$ cat src/rtl/i2cmb_byte_pkg.sv
// rtl/i2cmb_byte_pkg.sv - shared types and constants for the I2CMB byte engine
//
// Contents:
//   i2cmb_cmd_t   command codes offered by the register block
//   i2cmb_rsp_t   response status codes returned per command
//   phase_t       SCL quarter-period index q0..q3
//   state_t       byte engine FSM states
//   BITS_PER_BYTE data bits plus the acknowledge slot
package i2cmb_byte_pkg;

  typedef enum logic [2:0] {
    CMD_START    = 3'd0,
    CMD_STOP     = 3'd1,
    CMD_WRITE    = 3'd2,
    CMD_READ_ACK = 3'd3,
    CMD_READ_NAK = 3'd4
  } i2cmb_cmd_t;

  typedef enum logic [1:0] {
    RSP_DONE     = 2'd0,
    RSP_NAK      = 2'd1,
    RSP_ARB_LOST = 2'd2,
    RSP_ERROR    = 2'd3
  } i2cmb_rsp_t;

  typedef enum logic [1:0] {
    PH_Q0 = 2'd0,
    PH_Q1 = 2'd1,
    PH_Q2 = 2'd2,
    PH_Q3 = 2'd3
  } phase_t;

  typedef enum logic [2:0] {
    ST_IDLE  = 3'd0,
    ST_START = 3'd1,
    ST_STOP  = 3'd2,
    ST_BIT   = 3'd3,
    ST_ACK   = 3'd4,
    ST_RESP  = 3'd5
  } state_t;

  localparam int BITS_PER_BYTE = 9;

endpackage

$ cat src/rtl/i2cmb_quarter_timer.sv
// rtl/i2cmb_quarter_timer.sv - SCL quarter-period prescaler and phase counter
//
// Ports:
//   clk_i, rst_i   clock, asynchronous active-high reset
//   enable         run the timer; when low the timer parks at q0, count 0
//   stretch_hold   freeze the prescaler (slave is stretching SCL)
//   q_end          last cycle of the current quarter
//   phase          current quarter q0..q3
module i2cmb_quarter_timer
  import i2cmb_byte_pkg::*;
#(
  parameter int CLK_DIV = 25,
  parameter int CNT_W   = $clog2(CLK_DIV)
) (
  input  logic   clk_i,
  input  logic   rst_i,
  input  logic   enable,
  input  logic   stretch_hold,
  output logic   q_end,
  output phase_t phase
);

  localparam logic [CNT_W-1:0] CNT_LAST = CNT_W'(CLK_DIV - 1);

  logic [CNT_W-1:0] cnt;
  logic [1:0]       ph_q;

  assign q_end = enable && !stretch_hold && (cnt == CNT_LAST);
  assign phase = phase_t'(ph_q);

  always_ff @(posedge clk_i or posedge rst_i) begin
    if (rst_i) begin
      cnt  <= '0;
      ph_q <= 2'd0;
    end else if (!enable) begin
      cnt  <= '0;
      ph_q <= 2'd0;
    end else if (q_end) begin
      cnt  <= '0;
      ph_q <= ph_q + 2'd1;
    end else if (!stretch_hold) begin
      cnt <= cnt + CNT_W'(1);
    end
  end

endmodule

$ cat src/rtl/i2cmb_byte_engine.sv
// rtl/i2cmb_byte_engine.sv - byte-level I2C master engine (START/STOP/WRITE/READ)
//
// Ports:
//   clk_i, rst_i                 clock, asynchronous active-high reset
//   cmd_valid_i/cmd_ready_o      command handshake, one command in flight
//   cmd_code_i, cmd_data_i       command code and WRITE byte
//   rsp_valid_o                  single-cycle response pulse
//   rsp_status_o, rsp_data_o     response status and last received byte
//   bus_busy_o                   engine owns the bus
//   scl_i, sda_i                 synchronised pad inputs
//   scl_oe_o, sda_oe_o           open-drain pull-low enables
module i2cmb_byte_engine
  import i2cmb_byte_pkg::*;
#(
  parameter int CLK_DIV = 25,
  parameter int CNT_W   = $clog2(CLK_DIV)
) (
  input  logic       clk_i,
  input  logic       rst_i,
  input  logic       cmd_valid_i,
  output logic       cmd_ready_o,
  input  logic [2:0] cmd_code_i,
  input  logic [7:0] cmd_data_i,
  output logic       rsp_valid_o,
  output logic [1:0] rsp_status_o,
  output logic [7:0] rsp_data_o,
  output logic       bus_busy_o,
  input  logic       scl_i,
  input  logic       sda_i,
  output logic       scl_oe_o,
  output logic       sda_oe_o
);

  localparam logic [3:0] LAST_DATA_BIT = 4'(BITS_PER_BYTE - 2);

  state_t     state;
  i2cmb_cmd_t cmd;
  i2cmb_cmd_t code_in;
  logic [7:0] sreg;
  logic [3:0] bit_idx;
  logic       ack_nak;
  logic       cmd_legal;
  logic       late_half;
  logic       stretch_hold;
  logic       timer_en;
  logic       q_end;
  phase_t     phase;

  assign code_in   = i2cmb_cmd_t'(cmd_code_i);
  assign late_half = (phase == PH_Q2) || (phase == PH_Q3);
  assign timer_en  = (state == ST_START) || (state == ST_STOP) ||
                     (state == ST_BIT)   || (state == ST_ACK);

  // The timer waits for SCL to actually rise in the quarter where the engine
  // first releases it; a slave holding SCL low stretches that quarter.
  always_comb begin
    stretch_hold = 1'b0;
    if (!scl_i) begin
      if ((state == ST_START || state == ST_STOP) && phase == PH_Q1)
        stretch_hold = 1'b1;
      if ((state == ST_BIT || state == ST_ACK) && phase == PH_Q2)
        stretch_hold = 1'b1;
    end
  end

  // Data commands and STOP need the bus; START is always allowed.
  always_comb begin
    cmd_legal = 1'b0;
    case (code_in)
      CMD_START:    cmd_legal = 1'b1;
      CMD_STOP,
      CMD_WRITE,
      CMD_READ_ACK,
      CMD_READ_NAK: cmd_legal = bus_busy_o;
      default:      cmd_legal = 1'b0;
    endcase
  end

  i2cmb_quarter_timer #(
    .CLK_DIV (CLK_DIV),
    .CNT_W   (CNT_W)
  ) u_timer (
    .clk_i        (clk_i),
    .rst_i        (rst_i),
    .enable       (timer_en),
    .stretch_hold (stretch_hold),
    .q_end        (q_end),
    .phase        (phase)
  );

  always_ff @(posedge clk_i or posedge rst_i) begin
    if (rst_i) begin
      state        <= ST_IDLE;
      cmd          <= CMD_START;
      sreg         <= 8'h00;
      bit_idx      <= 4'd0;
      ack_nak      <= 1'b0;
      cmd_ready_o  <= 1'b1;
      rsp_valid_o  <= 1'b0;
      rsp_status_o <= RSP_DONE;
      rsp_data_o   <= 8'h00;
      bus_busy_o   <= 1'b0;
      scl_oe_o     <= 1'b0;
      sda_oe_o     <= 1'b0;
    end else begin
      case (state)
        ST_IDLE: begin
          if (cmd_valid_i) begin
            cmd_ready_o <= 1'b0;
            cmd         <= code_in;
            bit_idx     <= 4'd0;
            if (!cmd_legal) begin
              state        <= ST_RESP;
              rsp_valid_o  <= 1'b1;
              rsp_status_o <= RSP_ERROR;
            end else begin
              case (code_in)
                CMD_START: begin
                  // From idle the bus is already high, so q0 leaves SCL alone.
                  state    <= ST_START;
                  scl_oe_o <= bus_busy_o;
                  sda_oe_o <= 1'b0;
                end
                CMD_STOP: begin
                  state    <= ST_STOP;
                  scl_oe_o <= 1'b1;
                  sda_oe_o <= 1'b1;
                end
                CMD_WRITE: begin
                  state    <= ST_BIT;
                  sreg     <= cmd_data_i;
                  scl_oe_o <= 1'b1;
                  sda_oe_o <= ~cmd_data_i[7];
                end
                default: begin
                  state    <= ST_BIT;
                  scl_oe_o <= 1'b1;
                  sda_oe_o <= 1'b0;
                end
              endcase
            end
          end
        end

        ST_START: begin
          if (q_end) begin
            case (phase)
              PH_Q0: scl_oe_o <= 1'b0;
              PH_Q1: sda_oe_o <= 1'b1;
              PH_Q2: scl_oe_o <= 1'b1;
              PH_Q3: begin
                bus_busy_o   <= 1'b1;
                state        <= ST_RESP;
                rsp_valid_o  <= 1'b1;
                rsp_status_o <= RSP_DONE;
              end
            endcase
          end
        end

        ST_STOP: begin
          if (late_half && !sda_i) begin
            state        <= ST_RESP;
            rsp_valid_o  <= 1'b1;
            rsp_status_o <= RSP_ARB_LOST;
            scl_oe_o     <= 1'b0;
            sda_oe_o     <= 1'b0;
            bus_busy_o   <= 1'b0;
          end else if (q_end) begin
            case (phase)
              PH_Q0: scl_oe_o <= 1'b0;
              PH_Q1: sda_oe_o <= 1'b0;
              PH_Q2: ;
              PH_Q3: begin
                bus_busy_o   <= 1'b0;
                state        <= ST_RESP;
                rsp_valid_o  <= 1'b1;
                rsp_status_o <= RSP_DONE;
              end
            endcase
          end
        end

        ST_BIT: begin
          // Another master driving 0 while we send a released 1 wins the bus.
          if (cmd == CMD_WRITE && !sda_oe_o && late_half && !sda_i) begin
            state        <= ST_RESP;
            rsp_valid_o  <= 1'b1;
            rsp_status_o <= RSP_ARB_LOST;
            scl_oe_o     <= 1'b0;
            sda_oe_o     <= 1'b0;
            bus_busy_o   <= 1'b0;
          end else if (q_end) begin
            case (phase)
              PH_Q0: ;
              PH_Q1: scl_oe_o <= 1'b0;
              // One register serves both directions: shifting out the sent
              // bit exposes the next one in sreg[7] while shifting in sda_i.
              PH_Q2: sreg <= {sreg[6:0], sda_i};
              PH_Q3: begin
                scl_oe_o <= 1'b1;
                if (bit_idx == LAST_DATA_BIT) begin
                  state    <= ST_ACK;
                  sda_oe_o <= (cmd == CMD_READ_ACK);
                end else begin
                  bit_idx  <= bit_idx + 4'd1;
                  sda_oe_o <= (cmd == CMD_WRITE) && !sreg[7];
                end
              end
            endcase
          end
        end

        ST_ACK: begin
          if (q_end) begin
            case (phase)
              PH_Q0: ;
              PH_Q1: scl_oe_o <= 1'b0;
              PH_Q2: ack_nak <= sda_i;
              PH_Q3: begin
                scl_oe_o    <= 1'b1;
                state       <= ST_RESP;
                rsp_valid_o <= 1'b1;
                if (cmd == CMD_WRITE) begin
                  rsp_status_o <= ack_nak ? RSP_NAK : RSP_DONE;
                end else begin
                  rsp_status_o <= RSP_DONE;
                  rsp_data_o   <= sreg;
                end
              end
            endcase
          end
        end

        ST_RESP: begin
          rsp_valid_o <= 1'b0;
          cmd_ready_o <= 1'b1;
          state       <= ST_IDLE;
        end

        default: begin
          state       <= ST_IDLE;
          rsp_valid_o <= 1'b0;
          cmd_ready_o <= 1'b1;
        end
      endcase
    end
  end

endmodule
$ cat config.mk
export PLATFORM = sky130hd
export DESIGN_NAME = i2cmb_byte_engine
export DESIGN_NICKNAME = d
export VERILOG_FILES = /design/src/rtl/i2cmb_byte_pkg.sv /design/src/rtl/i2cmb_quarter_timer.sv /design/src/rtl/i2cmb_byte_engine.sv
export SDC_FILE = /design/constraint.sdc
export NUM_CORES = 1
export LEC_CHECK = 0
export ABC_AREA = 1
export CORE_MARGIN = 2
export CORE_UTILIZATION = 55
export DETAILED_ROUTE_END_ITERATION = 8
export GPL_TIMING_DRIVEN = 0
export PLACE_DENSITY = 0.87
export SYNTH_ARGS = -nofsm -noshare
export SYNTH_HDL_FRONTEND = slang
export SYNTH_SLANG_ARGS = --single-unit
$ cat constraint.sdc
create_clock -name clk_i -period 2.2 [get_ports clk_i]
set_clock_uncertainty 0.2 [all_clocks]
set_input_delay 0.44 -clock clk_i [delete_from_list [all_inputs] [get_ports clk_i]]
set_output_delay 0.44 -clock clk_i [all_outputs]
set_load 0.01 [all_outputs]
After elaboration in Yosys (flattened, before gate mapping)
Index checks and enable logic that the tools add are counted.
- add/subtract/negate cells: 3
- eq/ne operators: 40
- mux-type cells: 85
- bitwise logic cells: 3
- reductions and logical operators: 40
- operator list (kind ; count):
    2-to-1 mux 8 bit ; 6
    2-to-1 mux 1 bit ; 38
    2-to-1 mux 3 bit ; 9
    != test 2 bit (second input constant) ; 13
    2-to-1 mux 2 bit ; 10
    2-to-1 mux 4 bit ; 5
    == test 3 x 2 -> 1 bit (second input constant) ; 6
    AND reduction 6 bit ; 3
    one-hot mux 8 bit (2 select lines) ; 1
    2-to-1 mux 5 bit ; 3
    != test 3 x 2 -> 1 bit (second input constant) ; 5
    AND reduction 7 bit ; 2
    one-hot mux 3 bit (4 select lines) ; 1
    one-hot mux 1 bit (2 select lines) ; 5
    one-hot mux 2 bit (5 select lines) ; 1
    logical AND 1 bit ; 9
    != test 3 x 1 -> 1 bit (second input constant) ; 3
    AND reduction 9 bit ; 1
    one-hot mux 1 bit (4 select lines) ; 2
    one-hot mux 4 bit (2 select lines) ; 1
    AND reduction 4 bit ; 2
    OR reduction 4 bit ; 2
    == test 3 x 1 -> 1 bit (second input constant) ; 2
    == test 3 bit (second input constant) ; 2
    other kinds (24) ; 39
- bits in registers: 41
- input bits: 16
- output and inout bits: 15
- logic and storage cells: 185

Depth between registers and ports, before layout
Gate-level depths: netlist (run 1).
- depth after elaboration: 12
- depth in mapped cells: 13

Modules after synthesis
A second synthesis (run 1) with hierarchy kept.
- cell total of the unflattened synthesis: 362
- area, all modules: 2536.2 um2
- by module, submodules not included (module ; times used ; cells each ; area an instance (um2) ; sequential area each (um2)):
    i2cmb_byte_engine ; 1 ; 311 ; 2115.8 ; 852.1
    i2cmb_quarter_timer ; 1 ; 51 ; 420.4 ; 175.2

Worst setup path before layout (run 1)
OpenSTA, ideal clock, no wires.
- kind: flip-flop to flip-flop
- start: reg u_timer.ph_q[0], in the netlist u_timer.phase[0]
- end: reg sreg[0]
- data arrival time: 1.678 ns
- required time: 1.881 ns
- slack: 0.203 ns
- stages on the path, launching flop included: 14
- path buffers: 1
- clock period less this slack: 1.997 ns
- path through: dfrtp_1 inv_1 ha_1 inv_1 nand2_1 nand2_1 nor2_1 nand2_1 nor2_1 nor2_1 nand3_4 buf_8 nor2_2 a21oi_2
- longest elaborated chain between the ends: 10
- elaborated cells on any way between the ends: 18
- RTL lines (item ; RTL line ; source):
    start: declaration ; i2cmb_quarter_timer.sv:26 ; logic [1:0] ph_q;
    start signal: assignment ; i2cmb_quarter_timer.sv:40 ; ph_q <= ph_q + 2'd1;
    == test 2 x 1 -> 1 bit ; i2cmb_byte_engine.sv:59 ; if ((state == ST_START || state == ST_STOP) && phase == PH_Q1)
    logical AND 1 bit ; i2cmb_byte_engine.sv:59 ;
    2-to-1 mux 1 bit ; i2cmb_byte_engine.sv:59 ;
    2-to-1 mux 1 bit ; i2cmb_byte_engine.sv:61 ; if ((state == ST_BIT || state == ST_ACK) && phase == PH_Q2)
    2-to-1 mux 1 bit ; i2cmb_byte_engine.sv:58 ; if (!scl_i) begin
    zero test 1 bit ; - ;
    logical AND 1 bit (2 in series) ; i2cmb_quarter_timer.sv:28 ; assign q_end = enable && !stretch_hold && (cnt == CNT_LAST);
    != test 2 bit (no source line) ; - ;
    AND reduction 7 bit (no source line) * ; - ;
    end signal: assignment ; i2cmb_byte_engine.sv:131 ; sreg <= cmd_data_i;
    end signal: assignment ; i2cmb_byte_engine.sv:199 ; PH_Q2: sreg <= {sreg[6:0], sda_i};
    end: declaration ; i2cmb_byte_engine.sv:39 ; logic [7:0] sreg;
Every way passes the cells marked *; elsewhere a longest branch is shown, timed or not.
A chain may end at the register's enable or synchronous reset.

Worst setup path after layout (run 1)
- start: in cmd_code_i[1]
- end: reg sreg[0]
- longest elaborated chain between the ends: 5
- elaborated cells on any way between the ends: 10
- RTL lines (item ; RTL line ; source):
    start: declaration ; i2cmb_byte_engine.sv:22 ; input logic [2:0] cmd_code_i,
    == test 3 x 1 -> 1 bit (tied with other cells) ; i2cmb_byte_engine.sv:69 ; case (code_in)
    OR reduction 4 bit ; i2cmb_byte_engine.sv:69 ;
    one-hot mux 1 bit (2 select lines) ; i2cmb_byte_engine.sv:69 ;
    != test 2 bit (no source line) ; - ;
    AND reduction 7 bit (no source line) * ; - ;
Marks and branches as above.

==> impl_results.md, run 1 <==
- Status: completed
- Overflow after GRT: 0
- Clk buf depth: 2
- Peak supply drop: 0.669 mV
- Syn Nets: 340
- Non-Filler Instances: 416
- Max Slew Vio Count: 0
- First-pass GRT wire length: 9340 um
- Post-Syn Instances: 317
- Share of power burned in the clock network: 0.132
- Core region area: 0.00429 sq mm
- Cell Int Power: 0.00213 W
- Distinct cells, synth: 37
- Max Cap Violations: 0
- Final setup vio count: 0
- Leading area contributor after synthesis: dfrtp_1
- Slowest stage cell, crit path: clkdlybuf4s50_1
- EDFF count, synth: 0
- CTS H-tree depth: 2
- Synth Cell Area: 0.00243 sq mm
- Register share of total power: 0.298
- Final min period: 2.15 ns
- Largest stage delay, worst path: 0.43 ns
- Final hold slack: 0.281 ns
- Iteration-0 DRC count of the detailed router: 215
- Crit end category: flip-flop
- Gr usage total: 0.234
- Commonest cells after routing, fill and taps aside: 66 x nand2_1, 37 x inv_1, 37 x dfrtp_1
- CP startpoint kind: input port
- GP Congestion: 1.02
- Combinational power share: 0.571
- Fmax: 465 MHz
- Placed Instances: 399
- Vias in the first global route: 2076
- Yosys warnings: 0
- Die W: 70.5 um
- # diodes: 0
- TritonCTS clock tree: done
- CP delay by family, top: buffers and inverters
- Vias per inst: 5.57
- Fin util: 0.719
- Pin count of the biggest net entering global routing: 42
- Clock Tree Root: clkbuf_8
- Drc violations: 0
- Post-synthesis sequential element count: 41
- Register area share after synthesis: 0.422
- Net Sw Power: 0.00183 W
- Worst Tran Pin Value: 0.838 ns
- Die height: 70.5 um
- Via count: 2319
- Row count: 24
- Max transition margin: 0.441
- Final #Nets: 386
- Share of cells above drive strength 1: 0.214
- Drt wl/cell: 14.4 um
- Post-DRT Antenna Nets: 0
- Synthesized area per cell: 7.68 sq um
- Syn-to-layout area delta: 26.9%
- Die area: 0.00497 sq mm
- CTS Buf Count: 5
- Port Buffers: 30
- Initial core utilization: 0.567
- CP arrival: 2.14 ns
- Hold Fails Final Rpt: 0
- Min-delay worst type: reg2reg
- Final period utilization: 0.978
- WL final: 6000 um
- CP Cell Sequence: clkdlybuf4s50_1, inv_1, nand3_1, a21oi_2, nor2_1, nor2_2, nand3_4, buf_8, nor2_2, a21oi_2
- Critical path required time: 2.19 ns
- DP Wirelength: 3970 um
- P_leak: 1.46 nW
- Insertion delay to the later sink of the worst-skew pair: 0.30 ns
- Synth Flop Type: dfrtp_1
- Setup CP Type: in2reg
- Most common cell after layout, fill and taps aside: nand2_1
- Post-synth top area share: 0.411
- CP bufs+invs: 3
- Clock transition at path regs: 0.08 ns
- Synth async-reset ratio: 1.00
- P per Cell Area: 1280 mW/mm^2
- Synth area leaders: dfrtp_1 41%, nand2_1 11%, inv_1 6.3%, o21ai_0 5.3%, nor2_1 4.5%
- Sw Ratio: 0.463
- First-pass iteration count of the detailed router: 5
- Num Clock Sinks: 41
- Antenna violations before repair: 0
- I/O pins: 31
- RSZ-0062 raised after global routing: true
- Crit path max fanout: 10
## power by group through the flow
stage / logic, W / registers [W] / clock network, W
4_1_cts: 0.00196 / 0.00115 / 0.000530
3_5_place_dp: 0.00193 / 0.00116 / 0
6_report: 0.00226 / 0.00118 / 0.000522
2_1_floorplan: 0.00145 / 0.00115 / 0
3_3_place_gp: 0.00190 / 0.00115 / 0
5_1_grt: 0.00250 / 0.00121 / 0.000562
## sequential cells by signal, summed over array words and instances, names as in the netlist
register / count
rsp_valid_o: 1
sreg: 8
bus_busy_o: 1
sda_oe_o: 1
state: 3
u_timer.phase: 2
rsp_status_o: 2
rsp_data_o: 8
cmd: 3
scl_oe_o: 1
bit_idx: 4
ack_nak: 1
cmd_ready_o: 1
u_timer.cnt: 5
## worst reg2reg max path: stages, from the launching register on
cell	delay (ns)
dfrtp_1	0.43
inv_2	0.11
ha_4	0.16
inv_1	0.08
nand2_2	0.10
nand2_2	0.07
nor2_2	0.12
nand2_2	0.07
nand2_2	0.12
nand4_1	0.15
a21oi_2	0.23
buf_4	0.15
o31ai_1	0.05
nand2_1	0.06
## cell type report
class / count / area (sq um)
clock buffers: 6 / 82.6
clock inverters: 2 / 13.8
flip-flops and latches: 41 / 1030
fillers: 315 / 1200
repair buffers: 39 / 368
plain buffers: 6 / 46.3
multi-input cells: 224 / 1300
inverters: 46 / 185
well taps: 52 / 65.1
## metrics by stage
step | setup TNS, ns | instance area [sq um] | worst slack (ns) | total power, W
6_report | 0 | 3090 | 0.0495 | 0.00396
3_3_place_gp | -12.00 | 2800 | -0.258 | 0.00305
5_1_grt | -0.460 | 3090 | -0.127 | 0.00427
4_1_cts | 0 | 2900 | 0.00746 | 0.00364
2_1_floorplan | 0 | 2430 | 0.203 | 0.00260
3_5_place_dp | -2.39 | 2800 | -0.300 | 0.00309
## timing repair
| action | CTS | global route |
|---|---|---|
| setup buffers | 0 | 9 |
| setup endpoints to repair | 14 | 31 |
| endpoints found under the hold margin | 0 | 0 |
| pin swaps | 0 | 3 |
| hold buffers | 0 | 0 |
| gates resized for setup | 4 | 36 |
## layer usage
metal  global-route usage  part of all wire  vias to the layer above
li1                     -                 -                     1134
met1                0.312              0.44                     1086
met2                0.388              0.49                       89
met3               0.0447             0.054                       10
met4               0.0748             0.015                        0
met5                    0                 0                        -
## synth_stat cells, types with 2 or more instances
| cell type | n |
|---|---|
| inv_1 | 41 |
| o21ai_0 | 26 |
| a21oi_1 | 14 |
| a21oi_2 | 9 |
| nor2_1 | 29 |
| inv_2 | 4 |
| nand2_2 | 5 |
| clkbuf_1 | 2 |
| o31ai_1 | 3 |
| o21ai_1 | 9 |
| nand3_4 | 2 |
| dfrtp_1 | 40 |
| nand2_1 | 71 |
| nand3_1 | 15 |
| nand3_2 | 3 |
| buf_2 | 2 |
| nor2_2 | 2 |
| nand4_1 | 5 |
| nor3_1 | 11 |
| ha_1 | 7 |
## final timing paths
check | cells after the start | to | start | slack, ns
worst max-delay path | 10 | sreg[0]$_DFFE_PP0P_ | cmd_code_i[1] | 0.05
worst min-delay path | 2 | cmd_ready_o$_DFFE_PP1P_ | cmd_ready_o$_DFFE_PP1P_ | 0.28
worst max register to register | 13 | rsp_status_o[1]$_DFFE_PP0P_ | u_timer.phase[0]$_DFFE_PP0P_ | 0.05
worst min register to register | 2 | cmd_ready_o$_DFFE_PP1P_ | cmd_ready_o$_DFFE_PP1P_ | 0.28
max in group asynchronous | 2 | state[2]$_DFFE_PP0P_ | rst_i | 0.79
min in group asynchronous | 2 | bit_idx[0]$_DFFE_PP0P_ | rst_i | 0.43
## kinds of logic after synthesis
group	Yosys count	synth area share
xor+xnor	1	0.00360
simple gates	149	0.288
flops	41	0.422
compound gates	67	0.160
fa+ha+maj	7	0.0360
buf+inv	52	0.0900
Note: power is estimated with default switching activity, not from simulation.
==> run 2, diff against run 1 <==
CELL_PAD_IN_SITES_DETAIL_PLACEMENT = 2   (was not set)
CELL_PAD_IN_SITES_GLOBAL_PLACEMENT = 2   (was not set)
CORE_UTILIZATION = 32   (was 55)
PLACE_DENSITY = not set   (was 0.87)
PLACE_DENSITY_LB_ADDON = 0.1   (was not set)
==> run 2 against run 1 <==
Via count up 1.8%; final area up 7.2%; clock power up 46%; hold slack worse by 0.052 ns; routed wire length up 39%; cell count up 13%; core utilization down 27 points; fmax down 0.71%; combinational power up 12%; global-route usage down 4.1 points; count of clock-buffer cells in the layout down 1; critical path type unchanged; largest cell class unchanged; largest power group unchanged; highest routed layer unchanged.
==> impl_results.md, run 2 (synthesis gave the netlist of run 1 again) <==
- Via count: 2360
- Post-DRT Antenna Nets: 0
- Register area: 0.00103 sq mm
- Non-Filler Instances: 469
- CTS H-tree depth: 2
- Worst Tran Pin Value: 0.447 ns
- Cell Int Power: 0.00245 W
- Num Clock Sinks: 41
- Pre-CTS setup slack: -0.435 ns
- Drt wl/cell: 17.8 um
- Final setup vio count: 0
- GR Layer Usage met2: 0.339
- Final min period: 2.17 ns
- CTS Buf Count: 5
- First-pass iteration count of the detailed router: 4
- Die area: 0.00832 sq mm
- Max transition margin: 0.702
- Dpl cell area: 0.00288 sq mm
- # diodes: 0
- CP arrival: 2.16 ns
- Combinational power share: 0.564
- Vias per inst: 5.03
- Insertion delay to the later sink of the worst-skew pair: 0.31 ns
- Final setup margin: 0.0340 ns
- Hold Fails Final Rpt: 0
- Overflow after GRT: 0
- Core region area: 0.00729 sq mm
- Row count: 31
- Commonest cells after routing, fill and taps aside: 66 x nand2_1, 36 x dfrtp_1, 33 x inv_1
- TritonCTS clock tree: done
- Final #Nets: 392
- Clock Tree Root: clkbuf_8
- I/O pins: 31
- Most common cell after layout, fill and taps aside: nand2_1
- Grt met3 use: 0.0257
- Share of cells above drive strength 1: 0.243
- Max Cap Violations: 0
- Setup CP Type: in2reg
- Final period utilization: 0.985
- Design Area, Final: 0.00331 sq mm
- CP startpoint kind: input port
- Grt met1 use: 0.252
- Drc violations: 0
- Iteration-0 DRC count of the detailed router: 53
- Syn-to-layout area delta: 36.1%
- WL final: 8340 um
- Clock transition at path regs: 0.08 ns
- First-pass GRT wire length: 12900 um
- Fmax: 462 MHz
- Crit path max fanout: 5
- Busiest layer in global routing: met2
- DP Wirelength: 5730 um
- Peak supply drop: 0.739 mV
- Min-delay worst type: in2async
- Sw Ratio: 0.455
- Die height: 91.2 um
- Vias in the first global route: 2591
- Gr usage total: 0.194
- Share of power burned in the clock network: 0.169
- Clk buf depth: 2
- Status: completed
- Placed Instances: 447
- GP Congestion: 0.884
- Largest registers: rsp_data_o: 8 flops, sreg: 8 flops, u_timer.cnt: 5 flops
- Die W: 91.2 um
- Max Slew Vio Count: 0
- Register share of total power: 0.267
- P_leak: 1.54 nW
- Initial core utilization: 0.334
- Antenna violations before repair: 0
- Port Buffers: 30
- Pin count of the biggest net entering global routing: 28
- P per Cell Area: 1360 mW/mm^2
- # hold bufs at CTS: 0
- Net Sw Power: 0.00204 W
- Fillers: 870
- Multi-input logic area: 0.00133 sq mm
- Crit end category: flip-flop
- Critical path required time: 2.19 ns
==> run 2: cell count changes in the layout (fill, tap and decap cells not counted), sizes merged <==
cell and delta:
bufinv +2, buf +6, clkbuf -1, inv +2
clkinv -3
==> run 2: what timing repair did <==
item	CTS	global route
setup endpoints to repair	29	35
buffers inserted	2	12
gates resized for setup	11	38
pin swaps	0	8
hold endpoints to repair	0	0
==> run 2: worst max-delay path: stages <==
cell and delay [ns]:
clkdlybuf4s50_1 0.43, inv_1 0.15, nand3_2 0.17, a21oi_2 0.19
nor2_1 0.11, nor2_2 0.20, nand3_4 0.14, buf_12 0.16
nor2_1 0.12, a21oi_2 0.05
==> run 2: final timing paths <==
path                                              start                     endpoint  slack, ns  cells after the start
min reg2reg                     cmd_ready_o$_DFFE_PP1P_      cmd_ready_o$_DFFE_PP1P_       0.28                      2
max reg2reg                u_timer.phase[0]$_DFFE_PP0P_  rsp_status_o[0]$_DFFE_PP0P_       0.04                     13
min in group clk_i              cmd_ready_o$_DFFE_PP1P_      cmd_ready_o$_DFFE_PP1P_       0.28                      2
max                                       cmd_code_i[1]          sreg[6]$_DFFE_PP0P_       0.03                     10
min                                               rst_i       bit_idx[0]$_DFFE_PP0P_       0.23                      2
max in group asynchronous                         rst_i      cmd_ready_o$_DFFE_PP1P_       1.03                      3
==> run 2: through the flow <==
step / total power (W) / TNS [ns] / util / hold WS (ns)
6_report: 0.00449 / 0 / 0.454 / 0.229
4_1_cts: 0.00410 / -0.0493 / 0.421 / 0.242
3_3_place_gp: 0.00317 / -20.07 / 0.392 / 0.257
2_1_floorplan: 0.00260 / 0 / - / 0.265
5_1_grt: 0.00484 / -0.691 / 0.454 / 0.269
3_5_place_dp: 0.00323 / -5.05 / 0.395 / 0.269
==> run 2: routing by layer <==
layer	vias to the layer above	wire length, um
met4	0	110
met5	-	0
met1	1186	3850
met2	27	4240
met3	9	137
li1	1138	-
==> run 2: area by class of cell <==
cell class / instances / share of cell area
tap: 99 / 0.0374
inverter: 46 / 0.0544
clock buffer: 5 / 0.0208
clock inverter: 3 / 0.0208
multi-input combinational: 224 / 0.401
buffer: 6 / 0.0178
sequential: 41 / 0.312
timing repair buffer: 45 / 0.136
==> run 2: power by group through the flow <==
stage | Clock (W) | Combinational [W] | Sequential, W
floorplan | 0 | 0.00145 | 0.00115
global placement | 0 | 0.00201 | 0.00116
detailed placement | 0 | 0.00207 | 0.00117
CTS | 0.000782 | 0.00216 | 0.00116
global route | 0.000805 | 0.00281 | 0.00123
finish | 0.000761 | 0.00253 | 0.00120
